## src/rtl/pipe_front_regs.sv

```systemverilog
// pipe_front_regs
//
// Front-end pipeline registers of a 5-stage RISC core: the fetch PC, the
// IF/ID register and the control half of the ID/EX register, together with
// hazard statistics and two sticky health flags.
//
// Parameters
//   NOP_INSTR  instruction word placed in IF/ID on reset and on flush
//   CNT_W      width of each saturating statistics counter
//   MAX_STALL  consecutive stall cycles that trip the stall watchdog
//
// Ports
//   clk_i            rising-edge clock
//   rst_i            synchronous active-low reset
//   pc_next_i        next PC chosen by the fetch mux
//   instr_i          instruction memory word at pc_o
//   PCWrite_i        PC update enable (hazard unit)
//   Stall_i          IF/ID hold request (hazard unit)
//   NoOp_i           ID/EX bubble request (hazard unit)
//   Flush_i          branch-taken flush of IF/ID
//   ctrl_i           ID-stage control bundle
//                    {RegWrite, MemtoReg, MemRead, MemWrite, ALUOp[1:0], ALUSrc, Branch}
//   pc_o             current fetch PC
//   ifid_pc_o        IF/ID captured PC
//   ifid_instr_o     IF/ID captured instruction
//   ifid_valid_o     IF/ID holds a real instruction
//   idex_ctrl_o      ID/EX control bundle
//   idex_valid_o     ID/EX holds a real instruction
//   stall_cnt_o      cycles where IF/ID was held by a stall
//   bubble_cnt_o     bubbles inserted into ID/EX
//   flush_cnt_o      IF/ID flushes
//   proto_err_o      sticky: hazard inputs were inconsistent at least once
//   stall_timeout_o  sticky: a stall run reached MAX_STALL cycles
module pipe_front_regs #(
    parameter logic [31:0] NOP_INSTR = 32'h00000013,
    parameter int          CNT_W     = 16,
    parameter int          MAX_STALL = 8
) (
    input  logic             clk_i,
    input  logic             rst_i,
    input  logic [31:0]      pc_next_i,
    input  logic [31:0]      instr_i,
    input  logic             PCWrite_i,
    input  logic             Stall_i,
    input  logic             NoOp_i,
    input  logic             Flush_i,
    input  logic [7:0]       ctrl_i,
    output logic [31:0]      pc_o,
    output logic [31:0]      ifid_pc_o,
    output logic [31:0]      ifid_instr_o,
    output logic             ifid_valid_o,
    output logic [7:0]       idex_ctrl_o,
    output logic             idex_valid_o,
    output logic [CNT_W-1:0] stall_cnt_o,
    output logic [CNT_W-1:0] bubble_cnt_o,
    output logic [CNT_W-1:0] flush_cnt_o,
    output logic             proto_err_o,
    output logic             stall_timeout_o
);

    localparam int              RUN_W   = $clog2(MAX_STALL + 1);
    localparam logic [RUN_W-1:0] RUN_MAX = RUN_W'(MAX_STALL);

    logic [RUN_W-1:0] run_cnt;
    logic [RUN_W-1:0] run_next;
    logic             proto_bad;

    function automatic logic [CNT_W-1:0] sat_inc(input logic [CNT_W-1:0] v);
        return (&v) ? v : v + CNT_W'(1);
    endfunction

    // A stall must always come with a bubble and a frozen PC; any other
    // combination means the hazard unit and this block disagree.
    always_comb begin
        proto_bad = (Stall_i != NoOp_i) || (PCWrite_i == Stall_i);
    end

    // The run counter tracks raw Stall_i, so a flush that overrides the
    // stall in IF/ID still counts toward the watchdog.
    always_comb begin
        run_next = '0;
        if (Stall_i) begin
            run_next = (run_cnt == RUN_MAX) ? RUN_MAX : run_cnt + RUN_W'(1);
        end
    end

    // Fetch stage / IF-ID boundary
    always_ff @(posedge clk_i) begin
        if (!rst_i) begin
            pc_o         <= '0;
            ifid_pc_o    <= '0;
            ifid_instr_o <= NOP_INSTR;
            ifid_valid_o <= 1'b0;
        end else begin
            if (PCWrite_i) begin
                pc_o <= pc_next_i;
            end
            if (Flush_i) begin
                ifid_pc_o    <= '0;
                ifid_instr_o <= NOP_INSTR;
                ifid_valid_o <= 1'b0;
            end else if (!Stall_i) begin
                ifid_pc_o    <= pc_o;
                ifid_instr_o <= instr_i;
                ifid_valid_o <= 1'b1;
            end
        end
    end

    // ID-EX boundary
    always_ff @(posedge clk_i) begin
        if (!rst_i) begin
            idex_ctrl_o  <= '0;
            idex_valid_o <= 1'b0;
        end else if (NoOp_i) begin
            idex_ctrl_o  <= '0;
            idex_valid_o <= 1'b0;
        end else begin
            idex_ctrl_o  <= ctrl_i;
            idex_valid_o <= ifid_valid_o;
        end
    end

    // Statistics and health flags
    always_ff @(posedge clk_i) begin
        if (!rst_i) begin
            stall_cnt_o     <= '0;
            bubble_cnt_o    <= '0;
            flush_cnt_o     <= '0;
            run_cnt         <= '0;
            proto_err_o     <= 1'b0;
            stall_timeout_o <= 1'b0;
        end else begin
            if (Stall_i && !Flush_i) begin
                stall_cnt_o <= sat_inc(stall_cnt_o);
            end
            if (NoOp_i) begin
                bubble_cnt_o <= sat_inc(bubble_cnt_o);
            end
            if (Flush_i) begin
                flush_cnt_o <= sat_inc(flush_cnt_o);
            end
            run_cnt <= run_next;
            if (proto_bad) begin
                proto_err_o <= 1'b1;
            end
            if (run_next == RUN_MAX) begin
                stall_timeout_o <= 1'b1;
            end
        end
    end

endmodule

```

## config.mk

```make
export PLATFORM = sky130hd
export DESIGN_NAME = pipe_front_regs
export DESIGN_NICKNAME = d
export VERILOG_FILES = /design/src/rtl/pipe_front_regs.sv
export SDC_FILE = /design/constraint.sdc
export NUM_CORES = 1
export LEC_CHECK = 0
export ABC_AREA = 0
export CORE_ASPECT_RATIO = 0.6
export CORE_UTILIZATION = 46
export CTS_BUF_LIST = sky130_fd_sc_hd__clkbuf_4
export DETAILED_ROUTE_END_ITERATION = 10
export PLACE_DENSITY_LB_ADDON = 0.08
export SKIP_LAST_GASP = 1
export SLEW_MARGIN = 20
export SYNTH_ARGS = -nofsm -noshare
export SYNTH_HDL_FRONTEND = slang
export SYNTH_SLANG_ARGS = --single-unit
```

## constraint.sdc

```tcl
create_clock -name clk_i -period 2.18 [get_ports clk_i]
set_input_delay 0.545 -clock clk_i [delete_from_list [all_inputs] [get_ports clk_i]]
set_output_delay 0.545 -clock clk_i [all_outputs]
set_load 0.02 [all_outputs]
```

After elaboration in Yosys (flattened, before gate mapping)
Index checks and enable logic that the tools add are counted.
- latch bits: 0
- word-level logic and storage cells: 37
- flip-flop bits (word level): 160
- memories: 0
- memory bits (read-only): 0
- output and inout port bits: 156
- bits of input ports: 78
- RAM bits: 0
- multiplexer cells: 2
- shift-type cells: 0
- div/mod/pow operators: 0
- reduce and logical (&&, ||, !) cells: 11
- bitwise logic cells: 4
- eq/ne operators: 4
- $lt $le $gt $ge: 0
- multiply operators: 0
- add/sub/neg operators: 4
- operators with widths (kind ; count):
    adder 16 x 1 -> 16 bit (second input constant) ; 3
    AND reduction 16 bit ; 3
    equality test 4 bit (second input constant) ; 2
    2-to-1 mux 4 bit ; 2
    AND reduction 2 bit ; 3
    adder 4 x 1 -> 4 bit (second input constant) ; 1
    inverter 1 bit ; 4
    OR reduction 2 bit ; 2
    equality test 1 bit ; 1
    logical AND 1 bit ; 1
    logical NOT 1 bit ; 1
    logical OR 1 bit ; 1
    inequality test 1 bit ; 1

Logic depth before layout (Yosys ltp)
- word-level depth: 4
- mapped depth: 7
- depth with buffers taken out: 7

Worst setup path after synthesis
No wires, ideal clock.
- path kind: reg2reg
- start: reg bubble_cnt_o[0]
- end: reg bubble_cnt_o[13]
- setup slack: 0.201 ns
- cell stages (with the launch flop): 8
- arrival: 1.852 ns
- required time: 2.052 ns
- path buffers: 1
- setup time: 0.128 ns
- cell sequence: dfxtp_1 > ha_1 > nand4_1 > o41ai_4 > buf_4 > nor3_1 > xnor2_1 > nor2_1
- word-level cells in the longest chain between the ends: 3
- RTL lines (what ; RTL line ; RTL):
    start, declared ; 55 ; output logic [CNT_W-1:0] bubble_cnt_o,
    start signal, assigned ; 138 ; bubble_cnt_o <= sat_inc(bubble_cnt_o);
    parallel branches: the longest is 3 deep, another holds adder 16 x 1 -> 16 bit ; -- ;
Several ways; the timed one is not identified.
A chain may end at the register's enable or synchronous reset.

Worst setup path after layout
- start: reg pc_o[8]
- end: out pc_o[8]
- RTL lines (what ; RTL line ; RTL):
    start, declared ; 48 ; output logic [31:0] pc_o,
    start signal, assigned ; 96 ; pc_o <= pc_next_i;
No word-level cell between the ends.

==> results.md <==
* IO Count at 234
* Critical path type: reg2out
* DRT Wirelength at 16.8 mm
* Highest Clock Rate at 475 MHz
* P_leak at 4.14 nW
* Clock Latency Late Sink at 0.53 ns
* Fin Setup TNS at 0 ns
* Via density at 5.10
* Seq pwr share at 0.568
* Post-synthesis cell type count at 46
* Syn Inst Count at 642
* Max Cap Viol at 0
* Post-synth EDFFs at 0
* Warnings, synthesis at 0
* Clk root buf: clkbuf_4
* R2r setup slk at 0.11 ns
* Worst hold path depth at 1
* Post-synthesis register bit count at 160
* Total Routing Usage GR at 0.240
* Antenna violations before repair at 0
* Synth Cell Area at 6180 sq um
* Number of global-route vias before repair at 5,346
* Crit path cell chain: clkdlybuf4s50_1
* N_diodes at 0
* RSZ-0062 raised after global routing: no
* Sw Pwr at 0.00152 W
* Slew HR at 0.617
* Routed WL per cell at 15.7 um
* Seq/Total Area, Yosys at 0.518
* Max-slew violations at 0
* Crit path launch type: flip-flop
* Clock buffer depth at 2
* Die span in y at 91.8 um
* Vias at 5,439
* Final period util at 0.965
* Routed Antenna Nets at 0
* Power share of the clock group at 0.294
* Largest net degree at the start of global routing at 62
* RD Place Congestion at 0.888
* Worst setup EP type: output pin
* WHS Endpoint: stall_timeout_o$_SDFFE_PN0N_
* Register-to-Register Path Depth at 7
* Slew @ Worst Pin at 0.569 ns
* Pwr Density at 594 nW/um^2
* Place WS at -0.170 ns
* Remaining global-route overflow at 0
* Net Sw Frac at 0.282
* Num CTS Buffers at 17
* Crit Path Max Fanout at 3
* Area leader, netlist: dfxtp_1
* Post-layout nets at 966
* First-pass GRT wire length at 26.1 mm
* Most frequent cell after synthesis: dfxtp_1
* Slowest stage cell, crit path: clkdlybuf4s50_1
* Placeable Area at 13,000 sq um
* DRC violations left at 0
* Yosys top cell area share at 0.518
* Pint at 0.00388 W
* Initial core utilization at 0.477
* Die width at 152 um
* VDD IR max at 0.350 mV
* CP required at 1.63 ns
* CTS sink count at 160
* RR Endpoint: bubble_cnt_o[6]$_SDFFE_PN0P_
* Most instantiated cells after synthesis: dfxtp_1, nor2_1, mux2i_1
* Hold Startpoint: stall_timeout_o$_SDFFE_PN0N_
* HPWL after DPL at 12.2 mm
* Initial DRC count at 209
* P&R area growth vs syn at 47.1%
* Critical path's top delay family: buffers and inverters
* Worst setup margin at 0.0759 ns
* R2R Path Start: bubble_cnt_o[0]$_SDFFE_PN0P_
* Ys async rst share at 0
* CTS clk-pin slew, worst paths at 0.13 ns
* Row Count at 32
* Die area at 13,900 sq um
* Comb pwr share at 0.137
* Final setup violation count at 0
* Drt first pass iters at 5
* Hold/Removal Path Class: reg2reg
* Syn nets at 725
* H-tree Lvls at 4
* Layout cells sized above 1 at 0.0703
* Status: finished, final reports clean
* PortBufs at 233
* CP bufs+invs at 1
* Synth Area per Inst at 9.63 sq um
* Final hold vios at 0
* FILL cells at 1,050
* Top post-synthesis cells by area: dfxtp_1, mux2i_1, nor2_1, xor2_1, nand3_1
* Critical Path AT at 1.56 ns
* Crit-path max cell delay at 0.66 ns
* Top_reg_cell synth: dfxtp_1
* Skew final at 0.0240 ns
* Post-CTS Hold Buffers at 0
* Minimum clock period at 2.10 ns
* CTS tree: done
-- layer usage --
layer,share of wire,track usage,vias to the layer above
met5,0,0,-
met4,0.018,0.0825,0
met3,0.083,0.0826,24
met2,0.44,0.372,195
met1,0.46,0.308,2541
li1,-,-,2679
-- sequential cells by signal (all words and copies together), names as in the netlist --
name / count
proto_err_o: 1
stall_cnt_o: 16
ifid_instr_o: 32
ifid_pc_o: 32
flush_cnt_o: 16
idex_valid_o: 1
bubble_cnt_o: 16
stall_timeout_o: 1
run_cnt: 4
pc_o: 32
ifid_valid_o: 1
idex_ctrl_o: 8
-- final cells by class --
| class | instances | area [sq um] | share of cell area |
|---|---|---|---|
| inverters | 14 | 52.6 | 0.00578 |
| multi-input cells | 437 | 2810 | 0.309 |
| flip-flops and latches | 160 | 3200 | 0.352 |
| clock inverters | 14 | 109 | 0.0120 |
| clock buffers | 18 | 135 | 0.0149 |
| well taps | 170 | 213 | 0.0234 |
| repair buffers | 253 | 2570 | 0.283 |
-- worst register-to-register path, delay by kind of cell, from the launching register on --
family	cells	cell delay [ns]
compound gates	1	0.44
flops	1	0.47
buf+inv	1	0.24
xor+xnor	1	0.15
simple gates	3	0.39
fa+ha+maj	1	0.27
-- stage by stage --
step                hold slack, ns   util  power, W  cell area, sq um  instances
floorplan                    0.472      -   0.00348              6180        642
global placement             0.450  0.679   0.00386              8810       1034
detailed placement           0.455  0.679   0.00388              8810       1034
CTS                          0.487  0.696   0.00545              9030       1066
global route                 0.500  0.701   0.00563              9090       1066
finish                       0.480  0.701   0.00540              9090       1066
-- power by group through the flow --
stage	sequential (W)	combinational, W	clock (W)
after floorplan	0.00323	0.000247	0
after global placement	0.00313	0.000733	0
after detailed placement	0.00313	0.000748	0
after CTS	0.00307	0.000747	0.00163
after global routing	0.00308	0.000790	0.00176
final	0.00307	0.000742	0.00159
-- placed cells by master, fill, tap and decap left out, types with 2 or more instances in the layout --
| cell | n |
|---|---|
| a2111oi_0 | 2 |
| a211o_1 | 3 |
| a21oi_1 | 13 |
| and2_1 | 11 |
| and3_1 | 5 |
| and4_1 | 2 |
| buf_12 | 5 |
| buf_4 | 16 |
| clkbuf_4 | 18 |
| clkdlybuf4s50_1 | 180 |
| clkinv_1 | 2 |
| clkinv_4 | 5 |
| clkinvlp_4 | 3 |
| dfxtp_1 | 160 |
| dlygate4sd2_1 | 24 |
| dlymetal6s2s_1 | 27 |
| ha_1 | 5 |
| inv_1 | 13 |
| inv_6 | 4 |
| mux2i_1 | 96 |
| nand2_1 | 24 |
| nand2b_1 | 3 |
| nand3_1 | 22 |
| nand4_1 | 16 |
| nor2_1 | 143 |
| nor2b_1 | 3 |
| nor3_1 | 10 |
| nor4_1 | 6 |
| o21a_1 | 2 |
| o21ai_0 | 12 |
| o21bai_1 | 3 |
| or2_2 | 2 |
| or3_1 | 6 |
| xnor2_1 | 11 |
| xor2_1 | 19 |
-- what timing repair did --
| action | CTS | global route |
|---|---|---|
| setup buffers | 0 | 0 |
| endpoints found under the hold margin | 0 | 0 |
| endpoints found under the setup margin | 24 | 27 |
| gates resized for setup | 24 | 27 |
-- worst max path at each step --
stage                                  from                            end  cells past startpoint
5_1_grt           ifid_pc_o[8]$_SDFFE_PP0N_                   ifid_pc_o[8]                      1
6_report               pc_o[8]$_SDFFE_PN0P_                        pc_o[8]                      1
2_1_floorplan  bubble_cnt_o[0]$_SDFFE_PN0P_  bubble_cnt_o[13]$_SDFFE_PN0P_                      7
4_1_cts         flush_cnt_o[3]$_SDFFE_PN0P_                 flush_cnt_o[3]                      1
3_5_place_dp                        Flush_i    stall_cnt_o[7]$_SDFFE_PN0P_                      6
3_3_place_gp                        Flush_i    stall_cnt_o[7]$_SDFFE_PN0P_                      6
-- kinds of logic (layout without fill, tap and decap cells) --
logic type | Yosys count | in the layout | share of synthesized area
AND/OR/NAND/NOR | 260 | 260 | 0.193
flip-flops | 160 | 160 | 0.518
multiplexers | 96 | 96 | 0.155
AO/OA/AOI/OAI | 46 | 46 | 0.0526
buffers and inverters | 45 | 299 | 0.0281
XOR/XNOR | 30 | 30 | 0.0425
adder cells (fa/ha/maj) | 5 | 5 | 0.0101
(Power assumes the default switching activity.)
